**config.mk**
```make
export PLATFORM = sky130hd
export DESIGN_NAME = mips_control_fsm
export DESIGN_NICKNAME = d
export VERILOG_FILES = /design/src/rtl/mips_control_fsm.sv
export SDC_FILE = /design/constraint.sdc
export NUM_CORES = 1
export LEC_CHECK = 0
export BUFFER_PORTS_ARGS = -buffer_cell sky130_fd_sc_hd__buf_2
export CORE_ASPECT_RATIO = 0.7
export CORE_MARGIN = 3
export CORE_UTILIZATION = 48
export CTS_CLUSTER_DIAMETER = 120
export CTS_CLUSTER_SIZE = 20
export DETAILED_ROUTE_END_ITERATION = 10
export PLACE_DENSITY = 0.73
export SETUP_SLACK_MARGIN = 0.02
export SLEW_MARGIN = 20
export SYNTH_ARGS = -nofsm -noshare
export SYNTH_HDL_FRONTEND = slang
export SYNTH_SLANG_ARGS = --single-unit
```
**constraint.sdc**
```tcl
create_clock -name clk -period 5 [get_ports clk]
set_input_delay 0.25 -clock clk [delete_from_list [all_inputs] [get_ports clk]]
set_output_delay 0.25 -clock clk [all_outputs]
set_load 0.02 [all_outputs]
```
**src/rtl/mips_control_fsm.sv**
```systemverilog
// Multicycle MIPS control sequencer: fetch/decode/execute/memory/writeback stepping,
// ALU select and datapath enables, memory handshake and retired-instruction count.
module mips_control_fsm #(
    parameter int COUNT_W = 32
) (
    input  logic               clk,
    input  logic               rst,
    input  logic [5:0]         opcode,
    input  logic [5:0]         funct,
    input  logic               mem_ready,
    output logic [2:0]         alu_select,
    output logic               alu_src_b,
    output logic               mem_read,
    output logic               mem_write,
    output logic               ir_write,
    output logic               reg_write,
    output logic               reg_dst,
    output logic               mem_to_reg,
    output logic               pc_write,
    output logic               pc_src,
    output logic               illegal,
    output logic [3:0]         state,
    output logic [COUNT_W-1:0] retired_count
);

    typedef enum logic [3:0] {
        ST_FETCH    = 4'd0,
        ST_DECODE   = 4'd1,
        ST_EXEC_R   = 4'd2,
        ST_EXEC_I   = 4'd3,
        ST_MEM_ADDR = 4'd4,
        ST_MEM_RD   = 4'd5,
        ST_MEM_WR   = 4'd6,
        ST_WB_R     = 4'd7,
        ST_WB_I     = 4'd8,
        ST_WB_MEM   = 4'd9,
        ST_BRANCH   = 4'd10,
        ST_JUMP     = 4'd11,
        ST_TRAP     = 4'd12
    } state_t;

    localparam logic [2:0] ALU_AND = 3'b000;
    localparam logic [2:0] ALU_OR  = 3'b001;
    localparam logic [2:0] ALU_ADD = 3'b010;
    localparam logic [2:0] ALU_SUB = 3'b011;
    localparam logic [2:0] ALU_XOR = 3'b100;
    localparam logic [2:0] ALU_BEQ = 3'b101;
    localparam logic [2:0] ALU_J   = 3'b110;

    state_t             state_r;
    state_t             state_s;
    logic [5:0]         op_q;
    logic [5:0]         fn_q;
    logic [COUNT_W-1:0] count_r;
    logic               illegal_r;
    logic               retire_s;

    function automatic logic r_funct_ok(input logic [5:0] fn);
        case (fn)
            6'b100000, 6'b100010, 6'b100100, 6'b100101, 6'b100110: r_funct_ok = 1'b1;
            default:                                               r_funct_ok = 1'b0;
        endcase
    endfunction

    function automatic logic [2:0] r_alu(input logic [5:0] fn);
        case (fn)
            6'b100010: r_alu = ALU_SUB;
            6'b100100: r_alu = ALU_AND;
            6'b100101: r_alu = ALU_OR;
            6'b100110: r_alu = ALU_XOR;
            default:   r_alu = ALU_ADD;
        endcase
    endfunction

    function automatic logic [2:0] i_alu(input logic [5:0] op);
        case (op)
            6'b001100: i_alu = ALU_AND;
            6'b001101: i_alu = ALU_OR;
            6'b001110: i_alu = ALU_XOR;
            default:   i_alu = ALU_ADD;
        endcase
    endfunction

    // Next-state selection and retire strobe
    always_comb begin
        state_s  = state_r;
        retire_s = 1'b0;
        case (state_r)
            ST_FETCH: begin
                if (mem_ready) state_s = ST_DECODE;
                else           state_s = ST_FETCH;
            end
            ST_DECODE: begin
                case (opcode)
                    6'b000000: begin
                        if (r_funct_ok(funct)) state_s = ST_EXEC_R;
                        else                   state_s = ST_TRAP;
                    end
                    6'b001000, 6'b001100, 6'b001101, 6'b001110: state_s = ST_EXEC_I;
                    6'b100011, 6'b101011:                       state_s = ST_MEM_ADDR;
                    6'b000100:                                  state_s = ST_BRANCH;
                    6'b000010:                                  state_s = ST_JUMP;
                    default:                                    state_s = ST_TRAP;
                endcase
            end
            ST_EXEC_R: state_s = ST_WB_R;
            ST_EXEC_I: state_s = ST_WB_I;
            ST_MEM_ADDR: begin
                if (op_q == 6'b100011) state_s = ST_MEM_RD;
                else                   state_s = ST_MEM_WR;
            end
            ST_MEM_RD: begin
                if (mem_ready) state_s = ST_WB_MEM;
                else           state_s = ST_MEM_RD;
            end
            ST_MEM_WR: begin
                if (mem_ready) begin
                    state_s  = ST_FETCH;
                    retire_s = 1'b1;
                end else begin
                    state_s  = ST_MEM_WR;
                end
            end
            ST_WB_R, ST_WB_I, ST_WB_MEM, ST_BRANCH, ST_JUMP: begin
                state_s  = ST_FETCH;
                retire_s = 1'b1;
            end
            ST_TRAP: state_s = ST_TRAP;
            default: state_s = ST_TRAP;
        endcase
    end

    // State, latched instruction fields, retire counter and sticky illegal flag
    always_ff @(posedge clk) begin
        if (rst) begin
            state_r   <= ST_FETCH;
            op_q      <= 6'd0;
            fn_q      <= 6'd0;
            count_r   <= {COUNT_W{1'b0}};
            illegal_r <= 1'b0;
        end else begin
            state_r <= state_s;
            if (state_r == ST_DECODE) begin
                op_q <= opcode;
                fn_q <= funct;
            end
            if (retire_s) count_r <= count_r + COUNT_W'(1);
            if (state_s == ST_TRAP) illegal_r <= 1'b1;
        end
    end

    // Control decode from state; ir_write and the sw-completion pc_write follow mem_ready
    always_comb begin
        alu_select = ALU_ADD;
        alu_src_b  = 1'b0;
        mem_read   = 1'b0;
        mem_write  = 1'b0;
        ir_write   = 1'b0;
        reg_write  = 1'b0;
        reg_dst    = 1'b0;
        mem_to_reg = 1'b0;
        pc_write   = 1'b0;
        pc_src     = 1'b0;
        illegal    = 1'b0;
        if (rst) begin
            alu_select = 3'b000;
        end else begin
            illegal = illegal_r;
            case (state_r)
                ST_FETCH: begin
                    mem_read = 1'b1;
                    ir_write = mem_ready;
                end
                ST_EXEC_R: alu_select = r_alu(fn_q);
                ST_EXEC_I: begin
                    alu_select = i_alu(op_q);
                    alu_src_b  = 1'b1;
                end
                ST_MEM_ADDR: alu_src_b = 1'b1;
                ST_MEM_RD:   mem_read  = 1'b1;
                ST_MEM_WR: begin
                    mem_write = 1'b1;
                    pc_write  = mem_ready;
                end
                ST_WB_R: begin
                    reg_write = 1'b1;
                    reg_dst   = 1'b1;
                    pc_write  = 1'b1;
                end
                ST_WB_I: begin
                    reg_write = 1'b1;
                    pc_write  = 1'b1;
                end
                ST_WB_MEM: begin
                    reg_write  = 1'b1;
                    mem_to_reg = 1'b1;
                    pc_write   = 1'b1;
                end
                ST_BRANCH: begin
                    alu_select = ALU_BEQ;
                    pc_write   = 1'b1;
                    pc_src     = 1'b1;
                end
                ST_JUMP: begin
                    alu_select = ALU_J;
                    pc_write   = 1'b1;
                    pc_src     = 1'b1;
                end
                default: alu_select = ALU_ADD;
            endcase
        end
    end

    assign state         = state_r;
    assign retired_count = count_r;

endmodule

```
# Word level (Yosys, flattened, before mapping)
# Cells that the tools add are included.
op_classes:
  add_sub_neg: 1
  n_mul: 0
  n_div: 0
  n_lt_le_gt_ge: 0
  n_eq_ne: 33
  shift: 0
  mux: 35
  bitwise: 0
  n_reduce_logical: 10
op_table:
  columns: ["cell", "count"]
  rows:
  - ["$eq 6x6->1 const B", 12]
  - ["$eq 6x4->1 const B", 7]
  - ["$add 32x1->32 const B", 1]
  - ["$pmux 4 s8", 1]
  - ["$pmux 3 s4", 2]
  - ["$mux 1", 23]
  - ["$eq 4x4->1 const B", 5]
  - ["$pmux 4 s5", 1]
  - ["$eq 4x3->1 const B", 4]
  - ["$reduce_or 5->1", 2]
  - ["$pmux 3 s3", 1]
  - ["$eq 4x2->1 const B", 2]
  - ["$mux 4", 2]
  - ["$reduce_or 2->1", 4]
  - ["$eq 6x2->1 const B", 1]
  - ["$eq 6x3->1 const B", 1]
  - ["$logic_not 6->1", 1]
  - ["$mux 3", 2]
  - ["$eq 4x1->1 const B", 1]
  - ["$logic_not 4->1", 1]
  - ["$pmux 1 s2", 2]
  - ["$reduce_or 4->1", 1]
  - ["$reduce_or 3->1", 1]
  - ["$mux 2", 1]
word_totals:
  register_bits: 49
  latchBits: 0
  ramBits: 0
  mem_bits_ro: 0
  out_inout_bits: 49
  word_cells: 84
  n_memories: 0

# Depth between registers and ports, before layout
logic_depth:
  depth_word: 9
  depth_mapped: 7

# Least setup slack after synthesis
# No wires, ideal clock.
synth_timing:
  kind: "reg2reg"
  from: "register state_r[0] (netlist: state[0])"
  to: "register illegal_r"
  setup_time_ps: 96
  arrival_ps: 1837
  t_required_ps: 4904
  path_slack_ps: 3068
  stages_incl_launch_ff: 7
  n_path_buf: 1
  period_less_slack_ps: 1932
  cell_sequence: "dfxtp_1 -> inv_2 -> or4_1 -> buf_2 -> nor4_4 -> o31ai_1 -> o41ai_2"
synth_via:
  elab_chain_cells: 4
synth_rtl:
  columns: ["item", "line", "text"]
  rows:
  - ["start: declaration", "50", "state_t state_r;"]
  - ["start signal: assignment", "142", "state_r <= state_s;"]
  - ["$eq 4x4->1 or $eq 4x3->1 (tied branches)", "88", "case (state_r)"]
  - ["$reduce_or 5->1 (no line)", null, null]
  - ["$pmux 4 s8 (*)", "88", null]
  - ["$eq 4x4->1 (*)", "148", "if (state_s == ST_TRAP) illegal_r <= 1'b1;"]
  - ["end signal: assignment", "140", "illegal_r <= 1'b0;"]
  - ["end signal: assignment", "148", null]
  - ["end: declaration", "55", "logic illegal_r;"]
# Every way passes the cells marked *; elsewhere a longest branch is shown, timed or not.
# A chain may end at the register's enable or synchronous reset.

# Worst setup path in the final report
layout_timing:
  from: "register state_r[2] (netlist: state[2])"
  to: "register count_r[29] (netlist: retired_count[29])"
layout_via:
  elab_chain_cells: 3
layout_rtl:
  columns: ["item", "line", "text"]
  rows:
  - ["$eq 4x4->1 or $eq 4x3->1 (tied branches)", "88", null]
  - ["$reduce_or 5->1 (no line)", null, null]
  - ["$pmux 1 s2 (*)", "88", null]
  - ["end signal: assignment", "139", "count_r <= {COUNT_W{1'b0}};"]
  - ["end signal: assignment", "147", "if (retire_s) count_r <= count_r + COUNT_W'(1);"]
  - ["end: declaration", "54", "logic [COUNT_W-1:0] count_r;"]
# Marked as above.

==> metrics.txt <==
status=completed; Starting Density=52.1%; Die Height=67.8 µm; Initial DRT Pass Iterations=5; Yosys cell types=51; #FFs+latches synth=49; R2R Path End=retired_count[29]$_SDFFE_PP0P_; post-route ant nets=0; 1st-iter DRT viols=160; final-report max-slew violation count=0; Fin. Hold Viols=0; post-CTS sizing=0; Rows=21; Inst Count DP=449; Worst slew margin=35.5%; first-pass GRT wire length=10.5 mm; max-cap violations=0; Seq/Total Area, Yosys=37.5%; RSZ-0062 raised after global routing=false; main combinational cell family by area after synthesis=simple AND/OR/NAND/NOR gates; Mapped Nets=352; core area=5020 µm²; CTS buffer count=5; Net count, final=403; complex-gate fraction of the synthesized area=17.1%; worst vdd ir=209 µV; DR vias=2647; Critical Path End Type=flip-flop; cell area after synthesis=2620 µm²; syn avg cell area=7.78 µm²; GRT Total Usage=20.5%; Clock Sinks=49; IO buf count=63; top_reg_cell synth=dfxtp_1; area grow syn2layout=17.1%; Hold Path Depth=3; CP Class=reg -> reg; Worst Hold Class=in -> reg; Worst EP required=5220 ps; total detailed-routing wirelength=6.48 mm; final setup skew=4.08 ps; antenna violations before repair=0; TNS Setup=0 ps; layout cell share with drive strength beyond 1=20.6%; fmax=333 MHz; leakage=1.21 nW; internal reg-to-reg setup slack=1990 ps; worst skew pair latency=300 ps; EDFF count, synth=0; Setup violations, final=0; fin crit share=60.1%; post-DP HPWL=4.74 mm; Worst Setup Slack, final=1990 ps; H-tree Lvls=2; startpoint types=flip-flop; clock root cell=clkbuf_8; post-synthesis simple-gate area fraction=32.7%; vias in the first global route=2197; die width=94.2 µm; post-synthesis instance total=336; Post-CTS Setup Bufs=0; Worst Max-Slew Pin Slew=968 ps; GRT overflow=0; pre-CTS WS=2050 ps; Clk pin slew, worst setup/hold paths=90 ps; Worst Path Arrival=3230 ps; mux contribution to synthesized area=1.20%; hold-fix buffers at CTS=0; Synth Area in XOR/XNOR=5.02%; R2R depth=5; Cell Count, Final, Fillers Out=457; fin util=61.0%; CTS max path bufs=2; full die area=6380 µm²; Adder-Cell Fraction of Synth Area=1.24%; pwr/cell area=380 nW/µm²; Ys Warns=0; Hold EP=fn_q[4]$_SDFFE_PP0P_; io pins=64; reg2reg start=state[2]$_SDFF_PP0_; min-delay src=funct[4]; DR vias/cell=5.79; crit path time final=3010 ps; n_diodes=0; gpl congestion=0.892; CTS tree=yes; Worst Path Max Fanout=16; asr flop ratio synth=0%; DRC Markers=0; pin count of the biggest net entering global routing=54; routed wire length per instance=14.2 µm
## worst max path at each step
stage,start,to,slack [ps],depth (start not counted)
floorplan,state[0]$_SDFF_PP0_,illegal_r$_SDFFE_PP0N_,3070,6
global placement,state[1]$_SDFF_PP0_,retired_count[31]$_SDFFE_PP0P_,2220,5
CTS,state[2]$_SDFF_PP0_,retired_count[29]$_SDFFE_PP0P_,2020,5
global route,state[2]$_SDFF_PP0_,retired_count[29]$_SDFFE_PP0P_,1730,5
detailed placement,state[2]$_SDFF_PP0_,retired_count[29]$_SDFFE_PP0P_,2050,5
finish,state[2]$_SDFF_PP0_,retired_count[29]$_SDFFE_PP0P_,1990,5
## where the power goes
part           internal, W  leakage, nW  total [W]  switching [W]
Clock             0.000163       0.0585   0.000296       0.000132
Sequential        0.000432        0.396   0.000506      0.0000742
Combinational     0.000142        0.755   0.000362       0.000220
## routing by layer
| layer | vias to the layer above | wire (µm) | track usage, % |
|---|---|---|---|
| li1 | 1317 | - | - |
| met1 | 1226 | 3290 | 32.0 |
| met2 | 97 | 2640 | 28.9 |
| met3 | 7 | 497 | 4.12 |
| met4 | 0 | 47 | 3.78 |
| met5 | - | 0 | 0 |
## placed cells by master, fill, tap and decap left out, types with 3 or more instances in the layout
cell type | synthesis | final
and3_1 | 7 | 7
nand2_1 | 46 | 46
nand3_1 | 10 | 10
a21oi_1 | 36 | 36
nand4_1 | 14 | 14
o31ai_1 | 9 | 9
or4_1 | 10 | 10
xor2_1 | 12 | 12
xnor2_1 | 3 | 3
o21ai_1 | 10 | 10
dfxtp_1 | 49 | 49
inv_1 | 11 | 11
and2_1 | 4 | 4
or3_1 | 11 | 11
nor2_1 | 29 | 29
nor3_1 | 8 | 8
nor4_1 | 4 | 4
buf_2 | 6 | 63
clkbuf_8 | 0 | 6
## metrics by stage
step	hold slack (ps)	instance area, µm²	power (W)
2_1_floorplan	386	2620	0.000777
3_3_place_gp	438	2950	0.000867
3_5_place_dp	440	2950	0.000873
4_1_cts	184	3060	0.00116
5_1_grt	199	3060	0.00123
6_report	187	3060	0.00116
## layout make-up
class | count | area, µm²
flip-flops and latches | 49 | 981
repair buffers | 65 | 330
well taps | 69 | 86.3
clock buffers | 7 | 86.3
clock inverters | 1 | 30.0
fillers | 482 | 1960
inverters | 13 | 48.8
multi-input cells | 253 | 1500
## synthesized netlist by cell type, types with 2 or more instances
cell       count  share of area (%)
a21oi_1       36                6.9
buf_2          6                1.1
nor4_1         4               0.96
inv_2          2               0.29
inv_1         11                1.6
nand2_1       46                6.6
nand3_1       10                1.9
nor3b_1        2               0.57
and3_1         7                1.7
or3_1         11                2.6
mux2i_1        2               0.77
and2_1         4               0.96
xnor2_1        3                1.0
buf_1          2               0.29
nor3_1         8                1.5
nor2_1        29                4.2
o21ai_0        2               0.38
nand2b_1       2               0.48
dfxtp_1       49                 38
a31oi_1        2               0.48
o21ai_1       10                1.9
nor4b_1        2               0.67
nor2b_1        2               0.48
nand4_1       14                3.3
o31ai_1        9                2.6
clkbuf_1      13                1.9
a2bb2oi_1      2               0.67
and4_1         2               0.67
xor2_1        12                4.0
maj3_1         2               0.77
or4_1         10                2.9
## critical path: stages, from the launching register on
cell      delay (ps)
dfxtp_1          660
nand3b_1         250
o21ai_2          640
nand4_1          590
or4_1            630
a21oi_1          150
## flip-flops by register name (all words and copies together), names as in the netlist
register	flops
fn_q	6
op_q	6
illegal_r	1
state	4
retired_count	32
## logic make-up after synthesis
family          count (synthesis)
mux                             3
xor+xnor                       15
fa+ha+maj                       3
simple gates                  160
compound gates                 72
buf+inv                        34
flops                          49
Power figures use the tool's default switching activity.
